===== src/rtl/fifo_rd_stream_adapter_if.sv =====
// rtl/fifo_rd_stream_adapter_if.sv - FIFO read port and output stream bundle for fifo_rd_stream_adapter
interface fifo_rd_stream_adapter_if #(
    parameter int DWIDTH = 1
);
    logic              fifo_empty;
    logic [DWIDTH-1:0] fifo_dout;
    logic              fifo_re;
    logic              out_valid;
    logic              out_ready;
    logic [DWIDTH-1:0] out_data;

    modport master (
        input  fifo_empty, fifo_dout, out_ready,
        output fifo_re, out_valid, out_data
    );

    modport slave (
        output fifo_empty, fifo_dout, out_ready,
        input  fifo_re, out_valid, out_data
    );
endinterface


===== src/rtl/fifo_rd_stream_adapter.sv =====
// rtl/fifo_rd_stream_adapter.sv - FIFO read-side adapter to a valid/ready stream via a credit-controlled skid buffer
module fifo_rd_stream_adapter #(
    parameter int DWIDTH    = 1,
    parameter int DOREG     = 1,
    parameter int BUF_DEPTH = 4
) (
    input  logic                         clk,
    input  logic                         rst,
    input  logic                         flush,
    output logic [$clog2(BUF_DEPTH):0]   occupancy,
    fifo_rd_stream_adapter_if.master     bus
);
    localparam int PW = $clog2(BUF_DEPTH);

    if (DOREG < 0 || DOREG > 1 || BUF_DEPTH < DOREG + 2 ||
        (BUF_DEPTH & (BUF_DEPTH - 1)) != 0) begin : g_bad_param
        $error("fifo_rd_stream_adapter: illegal DOREG/BUF_DEPTH combination");
    end

    logic [DWIDTH-1:0] buf_q [BUF_DEPTH];
    logic [PW-1:0]     wr_ptr, rd_ptr;
    logic [PW:0]       occ_q, inflight, credit;
    logic              re, cap, xfer;

    // Credit counts reads still in the pipe so a full buffer can never be overrun.
    assign credit = occ_q + inflight;
    assign re     = rst & ~bus.fifo_empty & ~flush & (credit < (PW+1)'(BUF_DEPTH));
    assign xfer   = bus.out_valid & bus.out_ready;

    assign bus.fifo_re   = re;
    assign bus.out_valid = (occ_q != '0);
    assign bus.out_data  = buf_q[rd_ptr];
    assign occupancy     = occ_q;

    if (DOREG == 0) begin : g_nopipe
        assign cap      = re;
        assign inflight = '0;
    end else begin : g_pipe
        logic [DOREG-1:0] pipe_v, pipe_x;
        logic [DOREG:0]   sh_v, sh_x;

        assign sh_v = {pipe_v, re};
        assign sh_x = {pipe_x, 1'b0};
        assign cap  = sh_v[DOREG] & ~sh_x[DOREG] & ~flush;

        always_comb begin
            inflight = '0;
            for (int i = 0; i < DOREG; i++)
                inflight = inflight + (PW+1)'(pipe_v[i] & ~pipe_x[i]);
        end

        // Flush tags every in-flight read so its data is dropped when it lands.
        always_ff @(posedge clk or negedge rst) begin
            if (!rst) begin
                pipe_v <= '0;
                pipe_x <= '0;
            end else begin
                pipe_v <= sh_v[DOREG-1:0];
                pipe_x <= flush ? sh_v[DOREG-1:0] : sh_x[DOREG-1:0];
            end
        end
    end

    always_ff @(posedge clk or negedge rst) begin
        if (!rst) begin
            occ_q  <= '0;
            wr_ptr <= '0;
            rd_ptr <= '0;
        end else if (flush) begin
            occ_q  <= '0;
            wr_ptr <= '0;
            rd_ptr <= '0;
        end else begin
            if (cap)
                wr_ptr <= wr_ptr + PW'(1);
            if (xfer)
                rd_ptr <= rd_ptr + PW'(1);
            occ_q <= occ_q + (PW+1)'(cap) - (PW+1)'(xfer);
        end
    end

    always_ff @(posedge clk) begin
        if (cap)
            buf_q[wr_ptr] <= bus.fifo_dout;
    end

`ifndef SYNTHESIS
    a_no_underflow: assert property (@(posedge clk) disable iff (!rst)
        !(bus.fifo_re && bus.fifo_empty));
    a_occ_bound: assert property (@(posedge clk) disable iff (!rst)
        occ_q <= (PW+1)'(BUF_DEPTH));
    a_no_overrun: assert property (@(posedge clk) disable iff (!rst)
        !(cap && occ_q == (PW+1)'(BUF_DEPTH) && !xfer));
    a_data_stable: assert property (@(posedge clk) disable iff (!rst)
        (bus.out_valid && !bus.out_ready && !flush) |=> $stable(bus.out_data));
`endif
endmodule


===== src/flat_wrapper.sv =====
// flat-port wrapper written by rule: the top's interface ports become plain ports
module fifo_rd_stream_adapter_flat 
#(
    parameter int DWIDTH    = 1,
    parameter int DOREG     = 1,
    parameter int BUF_DEPTH = 4
)
  (clk, rst, flush, occupancy, bus_fifo_empty, bus_fifo_dout, bus_out_ready, bus_fifo_re, bus_out_valid, bus_out_data);
  fifo_rd_stream_adapter_if #(.DWIDTH(DWIDTH)) bus_i ();
  input  logic clk;
  input  logic rst;
  input  logic flush;
  output logic [$clog2(BUF_DEPTH):0] occupancy;
  input wire logic [$bits(bus_i.fifo_empty)-1:0] bus_fifo_empty;
  input wire logic [$bits(bus_i.fifo_dout)-1:0] bus_fifo_dout;
  input wire logic [$bits(bus_i.out_ready)-1:0] bus_out_ready;
  output wire logic [$bits(bus_i.fifo_re)-1:0] bus_fifo_re;
  output wire logic [$bits(bus_i.out_valid)-1:0] bus_out_valid;
  output wire logic [$bits(bus_i.out_data)-1:0] bus_out_data;
  assign bus_i.fifo_empty = bus_fifo_empty;
  assign bus_i.fifo_dout = bus_fifo_dout;
  assign bus_i.out_ready = bus_out_ready;
  assign bus_fifo_re = bus_i.fifo_re;
  assign bus_out_valid = bus_i.out_valid;
  assign bus_out_data = bus_i.out_data;
  fifo_rd_stream_adapter #(.DWIDTH(DWIDTH), .DOREG(DOREG), .BUF_DEPTH(BUF_DEPTH)) u_core (.clk(clk), .rst(rst), .flush(flush), .occupancy(occupancy), .bus(bus_i));
endmodule

===== config.mk =====
export PLATFORM = sky130hd
export DESIGN_NAME = fifo_rd_stream_adapter_flat
export DESIGN_NICKNAME = d
export VERILOG_FILES = /design/src/rtl/fifo_rd_stream_adapter_if.sv /design/src/rtl/fifo_rd_stream_adapter.sv /design/src/flat_wrapper.sv
export SDC_FILE = /design/constraint.sdc
export NUM_CORES = 1
export LEC_CHECK = 0
export CAP_MARGIN = 20
export CORE_MARGIN = 5
export CORE_UTILIZATION = 49
export CTS_CLUSTER_DIAMETER = 120
export DETAILED_ROUTE_END_ITERATION = 10
export PLACE_DENSITY_LB_ADDON = 0.15
export SETUP_SLACK_MARGIN = 0.3
export SYNTH_ARGS = -nofsm -noshare
export SYNTH_HDL_FRONTEND = slang
export SYNTH_SLANG_ARGS = --single-unit

===== constraint.sdc =====
create_clock -name clk -period 2.4 [get_ports clk]
set_clock_uncertainty 0.2 [all_clocks]
set_input_delay 0.36 -clock clk [delete_from_list [all_inputs] [get_ports clk]]
set_output_delay 0.36 -clock clk [all_outputs]
set_load 0.02 [all_outputs]

== Word-level counts from Yosys, hierarchy flattened ==
Memories as Yosys holds them, arrays and structs flattened.
Index checks and enable logic that the tools add are counted.
W data, S select, Z words.

* $add $sub $neg: 5
* Order comparisons: 1
* Muxes and demuxes: 8
* Bitwise logic cells: 11
* Reductions and logical operators: 3

{| class="wikitable"
|+ Operator list
! cell !! number
|-
| $mux W2 || 4
|-
| $and A1 B1 Y1 || 6
|-
| $add A2 B1 Y2 const B || 2
|-
| $reduce_bool A2 Y1 || 2
|-
| $add A3 B1 Y3 || 1
|-
| $add A3 B3 Y3 || 1
|-
| $and A1 B3 Y3 || 1
|-
| $lt A3 B3 Y1 const B || 1
|-
| $mux W1 || 3
|-
| $mux W3 || 1
|-
| $not A1 Y1 || 3
|-
| $not A1 Y3 || 1
|-
| $reduce_bool A3 Y1 || 1
|-
| $sub A3 B1 Y3 || 1
|}

* Register bits after elaboration: 9
* Memory bits (writable): 4
* Input port bits: 6
* Output and inout port bits: 6
* Word-level logic and storage cells: 34
* Memories kept: 1

{| class="wikitable"
|+ Memory list
! memory !! words !! width !! rd ports !! clocked after Yosys merged registers in !! write ports !! RTL line !! text
|-
| u_core.buf_q || 4 || 1 || 1 || 0 || 1 || fifo_rd_stream_adapter.sv:20 || <nowiki>logic [DWIDTH-1:0] buf_q [BUF_DEPTH];</nowiki>
|}

== Logic depth before layout (Yosys ltp) ==
* Depth after elaboration: 6
* Gate-level depth with buffers: 8

== Least setup slack after synthesis ==
Ideal clock, no wire load.

* Path type: flip-flop to flip-flop
* From: reg u_core.occ_q[1], in the netlist u_core.occupancy[1]
* To: reg u_core.occ_q[2], in the netlist u_core.occupancy[2]
* Arrival: 1917 ps
* Slack: 161 ps
* Cell stages (with the launch flop): 9
* Cell sequence: dfrtp_1 o31a_1 ha_1 inv_1 ha_1 inv_1 fa_1 xnor2_1 nor2_1

* Cells in the longest elaborated chain, start to end: 4
* Elaborated cells between the ends (all ways): 5

{| class="wikitable"
|+ Ends and longest elaborated chain
! item !! RTL line !! text
|-
| start, declared || fifo_rd_stream_adapter.sv:22 || <nowiki>logic [PW:0] occ_q, inflight, credit;</nowiki>
|-
| start signal, assigned || fifo_rd_stream_adapter.sv:78 || <nowiki>occ_q <= occ_q + (PW+1)'(cap) - (PW+1)'(xfer);</nowiki>
|-
| branches (longest 2 deep; another with $add A3 B1 Y3) || -- ||
|-
| $sub A3 B1 Y3 (*) || fifo_rd_stream_adapter.sv:78 ||
|-
| $mux W3 (*) || fifo_rd_stream_adapter.sv:69 || <nowiki>end else if (flush) begin</nowiki>
|}

Mark *: on every way between the ends.
A chain may end at the register's enable or synchronous reset.

== Worst setup path after layout ==
* From: reg u_core.occ_q[0], in the netlist u_core.occupancy[0]
* To: reg u_core.occ_q[1], in the netlist u_core.occupancy[1]

Same word-level chain as after synthesis.

==> metrics.md <==
| Metric | Value |
|---|---|
| Max-capacitance violation count | 0 |
| CTS buffer count | 3 |
| Final std cell area, no fill | 908 um^2 |
| Largest cells by area after synthesis | dfrtp_1 (33%), edfxtp_1 (18%), ha_1 (11%) |
| Number of flops mapped to enable cells by yosys | 4 |
| Count of standard-cell rows | 13 |
| Most repeated cell in the gate-level netlist after synthesis | dfrtp_1 |
| Post-synthesis average cell area | 12.7 um^2 |
| Synth warnings | 0 |
| Critical Path Start Type | register |
| Number of detailed-route iterations in the first pass | 3 |
| DR WL/cell | 12.7 um |
| Synthesized-area fraction occupied by xor and xnor cells | 0.0779 |
| Area of the core region | 1300 um^2 |
| Clock latency of the later-clocked register in the worst-skew pair | 270 ps |
| Synth top area share | 0.334 |
| Placed cell areas | 833 um^2 |
| Final antenna diode count | 0 |
| Proportion of synthesized chip area in sequential cells | 0.512 |
| Width of the chip | 47.1 um |
| Cell type with the largest total area after synthesis | dfrtp_1 |
| Data required, critical path | 2360 ps |
| CP Capture Type | register |
| Global-route congestion overflow total | 0 |
| PD cells | 998 nW/um^2 |
| CTS HTree Levels | 1 |
| Buffer cell driving the clock tree root | clkbuf_4 |
| Top_reg_cell synth | dfrtp_1 |
| Setup tns final | 0 ps |
| Leakage Power | 0.415 nW |
| Number of filler cells placed in the layout | 103 |
| Total number of vias | 446 |
| Setup violation total in the final timing report | 0 |
| # port buffers | 11 |
| Launching point of the worst reg2reg path | u_core.occupancy[0] |
| Vertical die dimension | 47.1 um |
| Worst setup path end | u_core.occupancy[1] |
| CTS Sinks | 13 |
| Global routing usage summed across all routing layers | 0.133 |
| Count of pins on the block boundary | 12 |
| Maximum number of pins on one net before global-route repair | 10 |
| Peak VDD IR | 0.587 mV |
| Number of buffers inserted by hold repair at cts | 0 |
| Net count of the finished layout | 92 |
| Share of synthesized cell area in and, or, nand and nor gates | 0.143 |
| WL final | 1180 um |
| Run status | finished, final reports clean |
| Asr flop ratio synth | 0.692 |
| Effective utilization at floorplan | 0.518 |
| Area added between synthesis and finish | 34.7% |
| Antenna violations before repair | 0 |
| Synthesis-stage register bit count | 13 |
| Crit Path Max Fanout | 4 |
| Most frequent cells after synthesis | dfrtp_1 (9), ha_1 (6), nor2_1 (6) |
| Destination of the worst register-to-register timing path | u_core.occupancy[1] |
| Iteration-0 DRC count of the detailed router | 11 |
| Multi-input logic area | 310 um^2 |
| Fraction of layout cells with a size suffix above 1 | 0.321 |
| RSZ-0062 raised after global routing | yes |
| Final clock period utilization by the worst path | 0.898 |
| Footprint of the flip-flops and latches | 348 um^2 |
| Crit Path Class | register to register |
| DRC Markers | 0 |
| Die area | 2220 um^2 |
| Number of cells in the finished layout apart from fillers | 93 |
| HP Class | primary input to async pin |
| Wire length of the first global-routing pass | 1970 um |
| DP HPWL | 922 um |
| Vias per cell | 4.80 |
| Final count of pins violating max slew | 0 |
| Maximum clock insertion buffer count | 2 |
| Clock period minus final worst setup slack | 2150 ps |
| Max Fclk | 464 MHz |
| Dominant combinational cell family by area after synthesis | simple AND/OR/NAND/NOR gates |
| Share of synthesized area spent on multiplexers | 0.0482 |
| Worst hold slack | 250 ps |
| Post-DRT Antenna Nets | 0 |
| Critical Path Start | u_core.occupancy[0] |
| Adder and majority cell fraction of the synthesized area | 0.141 |
| CTS tree | done |
| Gate Count Post-Synth | 53 |
| Total instance count after detailed placement | 82 |
| Vias in the first global route | 448 |
| Gpl congestion | 0.684 |
| Count of cell types in the netlist | 22 |
| Post-synthesis instance area | 674 um^2 |
| Crit path arrival time | 2120 ps |
| Synth Area in Compound Gates | 0.0371 |
| Final hold violation count | 0 |
| Cell depth of the worst flop-to-flop path | 8 |
| Clock slew at reported path FFs | 80 ps |
| Post-synth net total | 66 |
| Register-to-register setup slack | 250 ps |
==> flip-flops by register name, indices dropped and copies added, names as in the netlist <==
register              count
u_core.buf_q              4
u_core.occupancy          3
u_core.rd_ptr             2
u_core.wr_ptr             2
u_core.g_pipe.pipe_v      1
u_core.g_pipe.pipe_x      1
==> area by class of cell <==
class	count	area share
multi-input combinational	34	0.342
timing repair buffer	22	0.204
tap	15	0.0207
clock inverter	1	0.00551
clock buffer	3	0.0248
sequential	13	0.383
inverter	5	0.0207
==> logic make-up (layout without fill, tap and decap cells) <==
kind of cell | count (synthesis) | in the layout
AO/OA/AOI/OAI | 2 | 2
XOR/XNOR | 6 | 6
adder cells (fa/ha/maj) | 7 | 7
buffers and inverters | 6 | 31
flip-flops | 13 | 13
multiplexers | 2 | 2
other | 1 | 1
AND/OR/NAND/NOR | 16 | 16
==> power by group <==
part / total (mW) / switching [mW] / internal, mW
Sequential: 0.305 / 0.0371 / 0.268
Clock: 0.130 / 0.0685 / 0.0616
Combinational: 0.471 / 0.214 / 0.258
==> critical path, cell delays in order, from the launching register on <==
cell and delay [ps]:
dfrtp_1 410, buf_6 130, o31a_1 250, ha_1 270, inv_1 50, ha_1 140, inv_1 50, fa_2 520
nor2_2 30
==> how the worst min path moves through the flow <==
| stage | slack (ps) | end | cells after the start |
|---|---|---|---|
| 6_report | 250 | u_core.rd_ptr[0] | 2 |
| 3_3_place_gp | 340 | u_core.rd_ptr[1] | 2 |
| 2_1_floorplan | -140 | u_core.g_pipe.pipe_v | 0 |
| 4_1_cts | 260 | u_core.occupancy[1] | 2 |
| 5_1_grt | 250 | u_core.wr_ptr[1] | 2 |
| 3_5_place_dp | 390 | u_core.rd_ptr[1] | 2 |
==> per-layer routing <==
metal	routed length, um	part of all wire	global-route usage
met1	513	0.43	0.158
met2	604	0.51	0.238
met3	63	0.053	0.0460
met4	0	0	0.0166
met5	0	0	0
==> repair_timing <==
action / 4_1_cts / 5_1_grt
endpoints found under the setup margin: 5 / 4
cloned: 0 / 0
pin swaps: 0 / 0
endpoints found under the hold margin: 0 / 0
gates resized for setup: 7 / 4
buffers inserted: 5 / 2
==> placed cells by master (no fill, tap or decap), types with 2 or more instances in the layout <==
| master | count |
|---|---|
| clkdlybuf4s50_1 | 8 |
| ha_1 | 6 |
| nor2_1 | 5 |
| buf_4 | 10 |
| edfxtp_1 | 4 |
| and2_1 | 4 |
| nor2_2 | 2 |
| xor2_1 | 2 |
| dfrtp_2 | 2 |
| inv_1 | 4 |
| dfrtp_1 | 7 |
| xnor2_1 | 4 |
| clkbuf_4 | 3 |
==> through the flow <==
stage	total power [mW]	utilization	setup slack, ps
finish	0.906	0.698	245
global route	0.978	0.698	186
CTS	0.893	0.692	193
detailed placement	0.713	0.640	28.5
global placement	0.699	0.640	51.9
floorplan	0.548	-	247
No activity file was read; power rests on OpenSTA's default activity.
